===== src/rtl/oled_frame_sched_if.sv =====
`default_nettype none
// ============================================================================
// Module      : oled_frame_sched_if
// Description : Pixel-stream bundle between oled_video, the pixel sources and
//               the frame scheduler. The slave modport is the scheduler's view.
// Revision    : 1.0 - initial release
// ============================================================================
interface oled_frame_sched_if #(
    parameter int C_N_SRC      = 3,
    parameter int C_COLOR_BITS = 16
);
    // Coordinates from oled_video and per-source requests/colours
    logic [6:0]                        x;
    logic [6:0]                        y;
    logic [C_N_SRC-1:0]                req;
    logic [C_N_SRC*C_COLOR_BITS-1:0]   src_color;

    // Scheduler results
    logic [C_COLOR_BITS-1:0]           color;
    logic [C_N_SRC-1:0]                grant;
    logic                              frame_start;
    logic [C_N_SRC-1:0]                frame_done;
    logic [15:0]                       frame_cnt;

    modport master (
        output x, y, req, src_color,
        input  color, grant, frame_start, frame_done, frame_cnt
    );

    modport slave (
        input  x, y, req, src_color,
        output color, grant, frame_start, frame_done, frame_cnt
    );
endinterface
`default_nettype wire


===== src/rtl/oled_frame_sched.sv =====
`default_nettype none
// ============================================================================
// Module      : oled_frame_sched
// Description : Frame-granular round-robin scheduler that hands the OLED pixel
//               stream to one of C_N_SRC sources. Ownership only changes on a
//               frame boundary (transition onto pixel (0,0)), an owner may keep
//               the stream for at most C_MAX_FRAMES consecutive frames while
//               another source waits, and a background colour is shown when
//               nobody requests.
// Revision    : 1.0 - initial release
// ============================================================================
module oled_frame_sched #(
    parameter int                      C_N_SRC      = 3,
    parameter int                      C_COLOR_BITS = 16,
    parameter int                      C_X_SIZE     = 128,
    parameter int                      C_Y_SIZE     = 128,
    parameter int                      C_MAX_FRAMES = 4,
    parameter logic [C_COLOR_BITS-1:0] C_BG_COLOR   = '0
) (
    input  wire logic          clk,
    input  wire logic          resetn,
    oled_frame_sched_if.slave  bus
);

    localparam int PTR_W  = (C_N_SRC > 1) ? $clog2(C_N_SRC) : 1;
    localparam int HOLD_W = $clog2(C_MAX_FRAMES + 1);

    localparam logic [6:0]        C_X_LAST   = 7'(C_X_SIZE - 1);
    localparam logic [6:0]        C_Y_LAST   = 7'(C_Y_SIZE - 1);
    localparam logic [HOLD_W-1:0] C_HOLD_MAX = HOLD_W'(C_MAX_FRAMES);
    localparam logic [HOLD_W-1:0] C_HOLD_ONE = HOLD_W'(1);

    typedef enum logic [0:0] {
        S_IDLE = 1'b0,
        S_OWN  = 1'b1
    } state_t;

    // ------------------------------------------------------------------------
    // Registers
    // ------------------------------------------------------------------------
    state_t               state_q, state_d;
    logic [C_N_SRC-1:0]   grant_q, grant_d;
    logic [PTR_W-1:0]     ptr_q,   ptr_d;      // last winner == current owner in OWN
    logic [HOLD_W-1:0]    hold_q,  hold_d;     // frames owned consecutively, saturating
    logic [6:0]           prev_x_q;
    logic [6:0]           prev_y_q;
    logic                 first_q;             // no boundary seen since reset
    logic                 frame_start_q;
    logic [C_N_SRC-1:0]   frame_done_q;
    logic [15:0]          frame_cnt_q;

    // ------------------------------------------------------------------------
    // Frame boundary detection
    // ------------------------------------------------------------------------
    logic in_range;
    logic at_origin;
    logic prev_origin;
    logic boundary;

    // Out-of-range coordinates never disturb the previous-coordinate register,
    // so they can neither create nor mask a boundary.
    assign in_range    = (int'(bus.x) < C_X_SIZE) && (int'(bus.y) < C_Y_SIZE);
    assign at_origin   = (bus.x == 7'd0) && (bus.y == 7'd0);
    assign prev_origin = (prev_x_q == 7'd0) && (prev_y_q == 7'd0);
    // A held (0,0) only fires on its first cycle.
    assign boundary    = in_range && at_origin && !prev_origin;

    // ------------------------------------------------------------------------
    // Arbitration helpers
    // ------------------------------------------------------------------------
    logic other_req;
    logic found;
    int   win;
    int   start;

    assign other_req = |(bus.req & ~grant_q);

    // Circular first-set search: from owner+1 while owning, from the pointer when idle.
    always_comb begin
        found = 1'b0;
        win   = 0;
        start = (state_q == S_OWN) ? ((int'(ptr_q) + 1) % C_N_SRC) : int'(ptr_q);
        for (int k = 0; k < C_N_SRC; k++) begin
            if (!found && bus.req[(start + k) % C_N_SRC]) begin
                found = 1'b1;
                win   = (start + k) % C_N_SRC;
            end
        end
    end

    // Next-state logic; ownership is only re-evaluated on a boundary cycle.
    always_comb begin
        state_d = state_q;
        grant_d = grant_q;
        ptr_d   = ptr_q;
        hold_d  = hold_q;
        if (boundary) begin
            if ((state_q == S_OWN) && bus.req[ptr_q] &&
                ((hold_q < C_HOLD_MAX) || !other_req)) begin
                hold_d = (hold_q == C_HOLD_MAX) ? hold_q : (hold_q + C_HOLD_ONE);
            end else if (found) begin
                state_d      = S_OWN;
                grant_d      = '0;
                grant_d[win] = 1'b1;
                ptr_d        = PTR_W'(win);
                hold_d       = C_HOLD_ONE;
            end else begin
                state_d = S_IDLE;
                grant_d = '0;
                hold_d  = '0;
            end
        end
    end

    // Ownership state register.
    always_ff @(posedge clk or negedge resetn) begin
        if (!resetn) begin
            state_q <= S_IDLE;
            grant_q <= '0;
            ptr_q   <= '0;
            hold_q  <= '0;
        end else begin
            state_q <= state_d;
            grant_q <= grant_d;
            ptr_q   <= ptr_d;
            hold_q  <= hold_d;
        end
    end

    // Previous coordinate; the reset value makes a (0,0) right after reset a boundary.
    always_ff @(posedge clk or negedge resetn) begin
        if (!resetn) begin
            prev_x_q <= C_X_LAST;
            prev_y_q <= C_Y_LAST;
        end else if (in_range) begin
            prev_x_q <= bus.x;
            prev_y_q <= bus.y;
        end
    end

    // Frame pulses and completed-frame counter, aligned with the new grant.
    always_ff @(posedge clk or negedge resetn) begin
        if (!resetn) begin
            first_q       <= 1'b1;
            frame_start_q <= 1'b0;
            frame_done_q  <= '0;
            frame_cnt_q   <= '0;
        end else begin
            frame_start_q <= boundary;
            frame_done_q  <= (boundary && (state_q == S_OWN)) ? grant_q : '0;
            if (boundary) begin
                first_q <= 1'b0;
                // The first boundary after reset only opens a frame.
                if (!first_q) begin
                    frame_cnt_q <= frame_cnt_q + 16'd1;
                end
            end
        end
    end

    // ------------------------------------------------------------------------
    // Colour mux, driven straight from the grant register
    // ------------------------------------------------------------------------
    logic [C_COLOR_BITS-1:0] color_mux;

    // One-hot select of the owner's colour, background while idle.
    always_comb begin
        color_mux = C_BG_COLOR;
        for (int i = 0; i < C_N_SRC; i++) begin
            if (grant_q[i]) begin
                color_mux = bus.src_color[i*C_COLOR_BITS +: C_COLOR_BITS];
            end
        end
    end

    assign bus.color       = color_mux;
    assign bus.grant       = grant_q;
    assign bus.frame_start = frame_start_q;
    assign bus.frame_done  = frame_done_q;
    assign bus.frame_cnt   = frame_cnt_q;

endmodule
`default_nettype wire


===== src/flat_wrapper.sv =====
// flat-port wrapper written by rule: the top's interface ports become plain ports
module oled_frame_sched_flat 
#(
    parameter int                      C_N_SRC      = 3,
    parameter int                      C_COLOR_BITS = 16,
    parameter int                      C_X_SIZE     = 128,
    parameter int                      C_Y_SIZE     = 128,
    parameter int                      C_MAX_FRAMES = 4,
    parameter logic [C_COLOR_BITS-1:0] C_BG_COLOR   = '0
)
  (clk, resetn, bus_x, bus_y, bus_req, bus_src_color, bus_color, bus_grant, bus_frame_start, bus_frame_done, bus_frame_cnt);
  oled_frame_sched_if #(.C_N_SRC(C_N_SRC), .C_COLOR_BITS(C_COLOR_BITS)) bus_i ();
  input  wire logic clk;
  input  wire logic resetn;
  input wire logic [$bits(bus_i.x)-1:0] bus_x;
  input wire logic [$bits(bus_i.y)-1:0] bus_y;
  input wire logic [$bits(bus_i.req)-1:0] bus_req;
  input wire logic [$bits(bus_i.src_color)-1:0] bus_src_color;
  output wire logic [$bits(bus_i.color)-1:0] bus_color;
  output wire logic [$bits(bus_i.grant)-1:0] bus_grant;
  output wire logic [$bits(bus_i.frame_start)-1:0] bus_frame_start;
  output wire logic [$bits(bus_i.frame_done)-1:0] bus_frame_done;
  output wire logic [$bits(bus_i.frame_cnt)-1:0] bus_frame_cnt;
  assign bus_i.x = bus_x;
  assign bus_i.y = bus_y;
  assign bus_i.req = bus_req;
  assign bus_i.src_color = bus_src_color;
  assign bus_color = bus_i.color;
  assign bus_grant = bus_i.grant;
  assign bus_frame_start = bus_i.frame_start;
  assign bus_frame_done = bus_i.frame_done;
  assign bus_frame_cnt = bus_i.frame_cnt;
  oled_frame_sched #(.C_N_SRC(C_N_SRC), .C_COLOR_BITS(C_COLOR_BITS), .C_X_SIZE(C_X_SIZE), .C_Y_SIZE(C_Y_SIZE), .C_MAX_FRAMES(C_MAX_FRAMES), .C_BG_COLOR(C_BG_COLOR)) u_core (.clk(clk), .resetn(resetn), .bus(bus_i));
endmodule

===== config.mk =====
export PLATFORM = sky130hd
export DESIGN_NAME = oled_frame_sched_flat
export DESIGN_NICKNAME = d
export VERILOG_FILES = /design/src/rtl/oled_frame_sched_if.sv /design/src/rtl/oled_frame_sched.sv /design/src/flat_wrapper.sv
export SDC_FILE = /design/constraint.sdc
export NUM_CORES = 1
export LEC_CHECK = 0
export BUFFER_PORTS_ARGS = -buffer_cell sky130_fd_sc_hd__buf_4
export CELL_PAD_IN_SITES_DETAIL_PLACEMENT = 0
export CELL_PAD_IN_SITES_GLOBAL_PLACEMENT = 1
export CORE_MARGIN = 1
export CORE_UTILIZATION = 46
export DETAILED_ROUTE_END_ITERATION = 7
export MAX_ROUTING_LAYER = met4
export PLACE_DENSITY = 0.95
export SKIP_LAST_GASP = 1
export SLEW_MARGIN = 5
export SYNTH_ARGS = -nofsm -noshare
export SYNTH_HDL_FRONTEND = slang
export SYNTH_SLANG_ARGS = --single-unit

===== constraint.sdc =====
create_clock -name clk -period 17.86 [get_ports clk]
set_input_delay 1.786 -clock clk [delete_from_list [all_inputs] [get_ports clk]]
set_output_delay 1.786 -clock clk [all_outputs]
set_load 0.02 [all_outputs]

==> run metrics <==
status completed; async set or reset register ratio after synthesis 1.00; Setup WS pre-CTS 7720 ps; Final min period 10,410 ps; router iterations before antenna repair 5; Slew HR 0.0464; RSZ-0062 raised after global routing false; area of the core region 12,800 um^2; RePlAce Congestion 1.07; post-CTS sizing 0; number of vias per cell 6.20; CP dominant cell by count ha_1; total CTS buffers 5; Worst-Skew Late Latency 280 ps; row cnt 41; final worst slack 7450 ps; sequential power share 0.443; Worst Reg-to-Reg Cells 38; share of cells above drive strength 1 0.217; Final Hold Vio Count 0; H-tree depth 2; IO Count 106; vias in the first global route 6,050; initial antenna violation count 0; switching share of power 0.220; period utilization 0.583; total of max-cap violations 0; critical path capture point type flip-flop; crit path from u_core.ptr_q[0]; CP peak stage delay 770 ps; Syn Area/Cell 7.72 um^2; final wirelength 17,800 um; 1st-iter DRT viols 562; Initial Util 0.480; die area 13,800 um^2; post-CTS setup buffers 0; Root Driver clkbuf_16; Clock power frac 0.436; Commonest cells post-synth 69 x nand2_1, 56 x nor2_1, 53 x o21ai_0; Vias 6,494; FF+latch count, synth 44; Clock Skews 3.95 ps; die width 118 um; post-synth cell types 102; post-synth top area share 0.118; Port-buffer cells 105; Logic pwr share 0.121; top-count cell post-synth nand2_1; setup tns final 0 ps; grt ovf 0; Area growth syn-to-layout 16.2%; internal power component 0.000182 W; Setup CP Type flip-flop to flip-flop; HP Class flip-flop to flip-flop; global-route wire length before repair 29,500 um; area leader, netlist dfrtp_1; Final Util 0.558; top post-synthesis cells by area dfrtp_1 12%, dfstp_2 6.4%, ha_1 6.3%; VDD IR max 0.0336 mV; Worst Setup EP u_core.bus.grant[2]; FMAX 0.0960 GHz; CP max FO 13; DR WL/cell 16.9 um; startpoint class of the critical path flip-flop; largest net degree at the start of global routing 45; Post-synth EDFFs 0; Gate Count Post-Synth 797; clock slew at reported path FFs 60 ps; Tot Pwr 0.000233 W; Final #Nets 973; Slew Viols, Final 0; GR Util All Layers 0.259; ys flop type dfrtp_1; Die Span Y 118 um; WP data required 18,060 ps; CTS tree done; placed wire-length estimate 13,800 um; reg2reg setup slack 7450 ps; n_diodes 0; RR Endpoint u_core.bus.grant[2]; leakage power 3.01 nW; Longest Clk Path Bufs 2; Critical Path AT 10,620 ps; Netlist Area Pre-Place 6150 um^2; total clock sinks 44; Post-Syn Nets 895; P_sw 0.0000514 W; hold_buf cts 0; fillers 1,231; PD cells 32.6 nW/um^2; Seq/Total Area, Yosys 0.182; Critical R2R Launch u_core.ptr_q[0]; worst-margin pin slew 1390 ps; Synthesis Warnings 0; Residual DRC 0; Final setup viols 0; Post-DRT Antenna Nets 0; Critical Path Slowest Stage Cell nor2_1
==> flip-flops by register name (all words and copies together), names as in the netlist, 2 cells and up <==
name,count
u_core.ptr_q,2
u_core.bus.frame_cnt,16
u_core.bus.grant,3
u_core.prev_y_q,7
u_core.bus.frame_done,3
u_core.hold_q,3
u_core.prev_x_q,7
==> layer usage <==
metal	wire length (um)	GRT usage	share of wire
met1	8020	0.337	0.45
met2	8390	0.415	0.47
met3	963	0.0325	0.054
met4	382	0.0833	0.022
met5	0	-	0
==> worst max-delay path: cells and delay by family (launching register included) <==
| kind | cells | cell delay [ps] |
|---|---|---|
| AND/OR/NAND/NOR | 11 | 2970 |
| AO/OA/AOI/OAI | 9 | 2110 |
| adder cells (fa/ha/maj) | 6 | 2030 |
| XOR/XNOR | 3 | 1140 |
| multiplexers | 4 | 1000 |
| buffers and inverters | 5 | 590 |
| flip-flops | 1 | 490 |
==> worst min path at each step <==
stage	from	cells past startpoint	slack, ps	end
global placement	u_core.bus.frame_cnt[15]	1	470	u_core.bus.frame_cnt[15]
CTS	u_core.first_q	1	490	u_core.first_q
floorplan	u_core.first_q	1	470	u_core.first_q
finish	u_core.first_q	1	490	u_core.first_q
detailed placement	u_core.first_q	1	480	u_core.first_q
global route	u_core.first_q	1	490	u_core.first_q
==> layout by cell type (no fill, tap or decap), drive strengths merged, types with 26 or more instances in the layout <==
cell type and count:
a21oi 33, buf 106, dfrtp 29, ha 31, inv 38, nand2 70
nand3 30, nor2 57, nor3 34, o21ai 67, xnor2 26
==> final cells by class <==
cell class,count,area [um^2],share of cell area
repair buffers,106,796,0.111
inverters,38,143,0.0199
clock inverters,1,8.76,0.00122
multi-input cells,680,4710,0.658
well taps,172,215,0.0301
clock buffers,7,164,0.0229
flip-flops and latches,44,1120,0.157
==> logic make-up after synthesis <==
kind of cell,Yosys count,share of synthesized area
simple gates,309,0.267
compound gates,271,0.325
buf+inv,73,0.0533
flops,44,0.182
xor+xnor,39,0.0579
fa+ha+maj,32,0.0646
mux,29,0.0498
==> power by group through the flow <==
stage | sequential, W | combinational (W) | clock [W]
after floorplan | 0.000105 | 0.0000116 | 0
after global placement | 0.000105 | 0.0000277 | 0
after detailed placement | 0.000105 | 0.0000281 | 0
after CTS | 0.000103 | 0.0000282 | 0.000103
after global routing | 0.000103 | 0.0000312 | 0.000107
final | 0.000103 | 0.0000283 | 0.000102
==> metrics by stage <==
step           area (um^2)  std cells  hold WS, ps
2_1_floorplan         6150        797          466
3_3_place_gp          6980       1040          469
3_5_place_dp          6980       1040          480
4_1_cts               7150       1048          490
5_1_grt               7150       1048          492
6_report              7150       1048          486
(Power assumes the default switching activity.)
